File: src/rtl/irrigation_pump_scheduler_if.sv
// Zone request / valve-pump control bundle between the moisture logic and the pump scheduler.
// The master drives requests and tank status; the slave (scheduler) drives the outputs.
interface irrigation_pump_scheduler_if #(
  parameter int unsigned ZONES = 4
) ();
  logic [ZONES-1:0]         REQ;
  logic                     TANK_LOW;
  logic [ZONES-1:0]         VALVE;
  logic                     PUMP;
  logic                     BUSY;
  logic [$clog2(ZONES)-1:0] ZONE_ID;
  logic                     TIMEOUT;

  modport master (
    output REQ, TANK_LOW,
    input  VALVE, PUMP, BUSY, ZONE_ID, TIMEOUT
  );

  modport slave (
    input  REQ, TANK_LOW,
    output VALVE, PUMP, BUSY, ZONE_ID, TIMEOUT
  );
endinterface

File: src/rtl/irrigation_pump_scheduler.sv
// Round-robin pump scheduler: one zone at a time through OPEN -> WATER -> CLOSE.
// Optional grant length limit enabled by defining IRR_MAX_ON_EN.
module irrigation_pump_scheduler #(
  parameter int unsigned ZONES  = 4,
  parameter int unsigned SETTLE = 4,
  parameter int unsigned MIN_ON = 8,
  parameter int unsigned MAX_ON = 64
) (
  input  logic                         CLK,
  input  logic                         RESET,
  irrigation_pump_scheduler_if.slave   bus
);

  localparam int unsigned ZW   = $clog2(ZONES);
  localparam int unsigned CM1  = (SETTLE > MIN_ON) ? SETTLE : MIN_ON;
  localparam int unsigned CMAX = (CM1 > MAX_ON) ? CM1 : MAX_ON;
  localparam int unsigned CW   = $clog2(CMAX + 1);

  localparam logic [CW-1:0] SETTLE_END = CW'(SETTLE - 1);
  localparam logic [CW-1:0] MIN_END    = CW'(MIN_ON - 1);
`ifdef IRR_MAX_ON_EN
  localparam logic [CW-1:0] MAX_END    = CW'(MAX_ON - 1);
`endif

  typedef enum logic [1:0] {IDLE, OPEN, WATER, CLOSE} state_t;

  state_t          state, state_n;
  logic [CW-1:0]   cnt, cnt_n;
  logic [ZW-1:0]   ptr, ptr_n;
  logic [ZW-1:0]   zone_n;
  logic [ZONES-1:0] valve_n;
  logic            timeout_n;

  logic            found;
  logic [ZW-1:0]   gidx;
  logic [ZW:0]     probe;

  // First requesting zone at or above the pointer, wrapping past ZONES-1.
  always_comb begin
    found = 1'b0;
    gidx  = '0;
    probe = '0;
    for (int unsigned off = 0; off < ZONES; off++) begin
      probe = {1'b0, ptr} + (ZW+1)'(off);
      if (probe >= (ZW+1)'(ZONES))
        probe = probe - (ZW+1)'(ZONES);
      if (!found && bus.REQ[probe[ZW-1:0]]) begin
        found = 1'b1;
        gidx  = probe[ZW-1:0];
      end
    end
  end

  // Counter holds cycles-in-state minus one, so in WATER cnt+1 is the WATER cycle index.
  always_comb begin
    state_n   = state;
    ptr_n     = ptr;
    zone_n    = bus.ZONE_ID;
    timeout_n = 1'b0;
    cnt_n     = (cnt == '1) ? cnt : cnt + 1'b1;
    valve_n   = '0;

    case (state)
      IDLE: begin
        if (!bus.TANK_LOW && found) begin
          state_n = OPEN;
          zone_n  = gidx;
          ptr_n   = (gidx == ZW'(ZONES - 1)) ? '0 : gidx + 1'b1;
        end
      end
      OPEN: begin
        if (bus.TANK_LOW)
          state_n = CLOSE;
        else if (cnt == SETTLE_END)
          state_n = WATER;
      end
      WATER: begin
        if (bus.TANK_LOW)
          state_n = CLOSE;
`ifdef IRR_MAX_ON_EN
        else if (cnt == MAX_END) begin
          state_n   = CLOSE;
          timeout_n = 1'b1;
        end
`endif
        else if (cnt >= MIN_END && !bus.REQ[bus.ZONE_ID])
          state_n = CLOSE;
      end
      CLOSE: begin
        if (cnt == SETTLE_END)
          state_n = IDLE;
      end
      default: state_n = IDLE;
    endcase

    if (state_n != state || state == IDLE)
      cnt_n = '0;
    if (state_n != IDLE)
      valve_n[zone_n] = 1'b1;
  end

  always_ff @(posedge CLK or posedge RESET) begin
    if (RESET) begin
      state       <= IDLE;
      cnt         <= '0;
      ptr         <= '0;
      bus.VALVE   <= '0;
      bus.PUMP    <= 1'b0;
      bus.BUSY    <= 1'b0;
      bus.ZONE_ID <= '0;
      bus.TIMEOUT <= 1'b0;
    end else begin
      state       <= state_n;
      cnt         <= cnt_n;
      ptr         <= ptr_n;
      bus.VALVE   <= valve_n;
      bus.PUMP    <= (state_n == WATER);
      bus.BUSY    <= (state_n != IDLE);
      bus.ZONE_ID <= zone_n;
      bus.TIMEOUT <= timeout_n;
    end
  end

endmodule

File: src/flat_wrapper.sv
// flat-port wrapper written by rule: the top's interface ports become plain ports
module irrigation_pump_scheduler_flat 
#(
  parameter int unsigned ZONES  = 4,
  parameter int unsigned SETTLE = 4,
  parameter int unsigned MIN_ON = 8,
  parameter int unsigned MAX_ON = 64
)
  (CLK, RESET, bus_REQ, bus_TANK_LOW, bus_VALVE, bus_PUMP, bus_BUSY, bus_ZONE_ID, bus_TIMEOUT);
  irrigation_pump_scheduler_if #(.ZONES(ZONES)) bus_i ();
  input  logic CLK;
  input  logic RESET;
  input wire logic [$bits(bus_i.REQ)-1:0] bus_REQ;
  input wire logic [$bits(bus_i.TANK_LOW)-1:0] bus_TANK_LOW;
  output wire logic [$bits(bus_i.VALVE)-1:0] bus_VALVE;
  output wire logic [$bits(bus_i.PUMP)-1:0] bus_PUMP;
  output wire logic [$bits(bus_i.BUSY)-1:0] bus_BUSY;
  output wire logic [$bits(bus_i.ZONE_ID)-1:0] bus_ZONE_ID;
  output wire logic [$bits(bus_i.TIMEOUT)-1:0] bus_TIMEOUT;
  assign bus_i.REQ = bus_REQ;
  assign bus_i.TANK_LOW = bus_TANK_LOW;
  assign bus_VALVE = bus_i.VALVE;
  assign bus_PUMP = bus_i.PUMP;
  assign bus_BUSY = bus_i.BUSY;
  assign bus_ZONE_ID = bus_i.ZONE_ID;
  assign bus_TIMEOUT = bus_i.TIMEOUT;
  irrigation_pump_scheduler #(.ZONES(ZONES), .SETTLE(SETTLE), .MIN_ON(MIN_ON), .MAX_ON(MAX_ON)) u_core (.CLK(CLK), .RESET(RESET), .bus(bus_i));
endmodule
File: config.mk
export PLATFORM = sky130hd
export DESIGN_NAME = irrigation_pump_scheduler_flat
export DESIGN_NICKNAME = d
export VERILOG_FILES = /design/src/rtl/irrigation_pump_scheduler_if.sv /design/src/rtl/irrigation_pump_scheduler.sv /design/src/flat_wrapper.sv
export SDC_FILE = /design/constraint.sdc
export NUM_CORES = 1
export LEC_CHECK = 0
export CORE_MARGIN = 2
export CORE_UTILIZATION = 57
export CTS_CLUSTER_DIAMETER = 200
export CTS_CLUSTER_SIZE = 10
export DETAILED_ROUTE_END_ITERATION = 10
export GPL_TIMING_DRIVEN = 0
export PLACE_DENSITY = 0.83
export SYNTH_ARGS = -nofsm -noshare
export SYNTH_HDL_FRONTEND = slang
export SYNTH_SLANG_ARGS = --single-unit
File: constraint.sdc
create_clock -name CLK -period 4.19 [get_ports CLK]
set_input_delay 0.6285 -clock CLK [delete_from_list [all_inputs] [get_ports CLK]]
set_output_delay 0.6285 -clock CLK [all_outputs]
set_load 0.01 [all_outputs]
==> impl_metrics.py <==
metrics = {
    "sta": {
        "setup_tns_ns": 0,
        "min_period_ns": 2.177,
        "worst_pin_slew_ns": 0.6987,
        "rsz0062_at_grt": "false",
        "finalClockSkew_ns": 0.004153,
        "relSlewSlack_pct": 53.37,
        "hold_viol": 0,
        "fmax_mhz": 459.3,
        "slew_viol_final": 0,
        "finalCritPeriodShare_pct": 51.96,
        "setup_viol": 0,
    },
    "global_routing": {
        "grt_max_degree": 20,
        "antenna_found_initial": 0,
        "track_usage_pct": 20.19,
        "grt_pass1_wl_um": 3788,
        "grt_overflow": 0,
        "grt_pass1_vias": 913,
    },
    "routing": {
        "route.vias.total": 926,
        "vias_per_cell": 5.752,
        "drt_iter0_markers": 11,
        "drcViolationCount": 0,
        "wire_per_inst_um": 13.65,
        "antenna_left": 0,
        "totalWireLength_um": 2197,
        "drt_pass1_iterations": 4,
    },
    "yosys": {
        "yosysMostFrequentCell": "dfrtp_1",
        "synthTopCellsByCount": "19 x dfrtp_1, 13 x nor2_1, 7 x a21oi_1, 7 x inv_1, 7 x o21ai_0",
        "yosysWarningCount": 0,
        "yosys.cell_types.count": 46,
        "syn_area_um2": 1145,
        "synthCells": 117,
        "yosys-top-cells-area": "dfrtp_1 42%, nor2_1 4.3%, a21oi_1 3.1%",
        "synth_area_per_cell_um2": 9.785,
        "synthArstFlopShare_pct": 100.0,
        "synth_seq_cells": 19,
        "synthesis.nets": 125,
        "synth_edf_count": 0,
        "seq_area_frac_synth_pct": 41.53,
        "synth_top_area_share_pct": 41.53,
        "synth.largest_area_cell": "dfrtp_1",
        "synth_flop_cell": "dfrtp_1",
    },
    "placed_design": {
        "gp_congestion": 0.7824,
        "port_buffers": 13,
        "dp_hpwl_um": 1704,
        "placed_cells": 157,
    },
    "final_layout": {
        "regArea_um2": 475.5,
        "fillers": 164,
        "multi_input_area_um2": 600.6,
        "final_layout_size_suffix_gt1_share_pct": 16.42,
        "final_nets": 143,
        "final_cells": 161,
        "diodes": 0,
        "area_delta_synth_final_pct": 16.61,
    },
    "critical_path": {
        "cp_data_arrival_time_ns": 2.36,
        "setup.worst_path.end_class": "register",
        "cp-start-kind": "input pin",
        "path_max_fanout": 7,
        "path_class": "in -> reg",
        "cp.required_ns": 4.37,
    },
    "floorplanning": {
        "die-area_um2": 2383,
        "die_y_um": 48.82,
        "die_w_um": 48.82,
        "initial_core_util_pct": 59.57,
        "core_um2": 1922,
        "io_pins": 16,
        "rows": 16,
    },
    "hold_path": {
        "hold_class": "reg -> reg",
    },
    "clocking": {
        "clk_latency_ns": 0.29,
        "cts.path.max_buffers": 2,
        "cts.clk_slew.worst_paths_ns": 0.10,
        "cts-resized-gates": 0,
        "cts_made_buffers": 3,
        "htreeDepth": 1,
        "postCtsHoldBufs": 0,
        "ctsRootBufferMaster": "clkbuf_4",
        "clock-sinks": 19,
        "post-cts-setup-buffers": 0,
        "cts_tree": "done",
    },
    "status": {
        "status": "finished clean",
    },
    "power": {
        "p_total_uw": 816.6,
        "p_leak_nw": 0.5780,
        "ir_drop_v": 0.0003165,
        "p_per_area_nw_per_um2": 611.7,
    },
    "flow_run": {
        "max_cap_viol_count": 0,
    },
}
final cells by class:
class | instances | area share (%)
flip-flops and latches | 19 | 35.61
plain buffers | 7 | 3.187
inverters | 7 | 1.968
multi-input cells | 84 | 44.99
repair buffers | 13 | 9.747
well taps | 27 | 2.530
clock buffers | 4 | 1.968
kinds of logic after synthesis:
| group | share of synthesized area, % |
|---|---|
| compound gates | 23.50 |
| xor+xnor | 1.530 |
| fa+ha+maj | 1.093 |
| buf+inv | 6.010 |
| flops | 41.53 |
| mux | 5.027 |
| other cells | 0.3276 |
| simple gates | 20.99 |
worst paths after layout:
path                       cells past startpoint                 startpoint                            end  slack, ns
max in group asynchronous                      2                      RESET      u_core.cnt[4]$_DFFE_PP0P_       3.01
max reg2reg                                    5  u_core.cnt[5]$_DFFE_PP0P_      u_core.cnt[1]$_DFFE_PP0P_       2.32
max                                            6                 bus_REQ[0]  u_core.bus.VALVE[2]$_DFF_PP0_       2.01
min in group asynchronous                      2                      RESET  u_core.bus.VALVE[1]$_DFF_PP0_       0.74
min reg2reg                                    1  u_core.cnt[3]$_DFFE_PP0P_      u_core.cnt[3]$_DFFE_PP0P_       0.53
min                                            1  u_core.cnt[3]$_DFFE_PP0P_      u_core.cnt[3]$_DFFE_PP0P_       0.53
where the power goes:
group	leakage [nW]	total, mW	switching [mW]	internal (mW)
clock network	0.0150	0.0909	0.0539	0.0370
registers	0.235	0.302	0.0550	0.247
logic	0.328	0.423	0.213	0.210
layout by cell type (no fill, tap or decap), types with 4 or more instances in the layout:
cell,instances
dfrtp_1,19
nor2_1,13
a21oi_1,7
nand2_1,4
clkdlybuf4s50_1,13
o21ai_0,7
inv_1,7
clkbuf_1,4
registers in the layout, summed over array words and instances, names as in the netlist, named ones only:
register,count
u_core.cnt,7
u_core.bus.VALVE,4
u_core.bus.ZONE_ID,2
u_core.state,2
u_core.bus.BUSY,1
u_core.bus.PUMP,1
u_core.ptr,1
metrics by stage:
step	instance area, µm²	setup slack (ns)	hold WS [ns]	utilization (%)
5_1_grt	1335	1.944	0.5475	69.47
4_1_cts	1335	2.026	0.5387	69.47
6_report	1335	2.013	0.5312	69.47
2_1_floorplan	1145	2.234	0.4862	-
3_5_place_dp	1309	1.710	0.5240	68.10
3_3_place_gp	1309	1.749	0.5136	68.10
metal layers:
layer  wire (µm)  share of wire, %  track usage [%]  vias up
met5           0                 0                0        -
met4          14              0.64            5.714        0
met3          54               2.5            2.761        3
met2        1249                57            40.87       23
met1         879                40            21.21      449
li1            -                 -                -      451
critical path: stages:
cell	delay, ns
clkdlybuf4s50_1	0.52
or4_4	0.59
nand2_2	0.10
nor2_4	0.06
mux2_4	0.33
nor2b_4	0.13
Note: power is estimated with default switching activity, not from simulation.
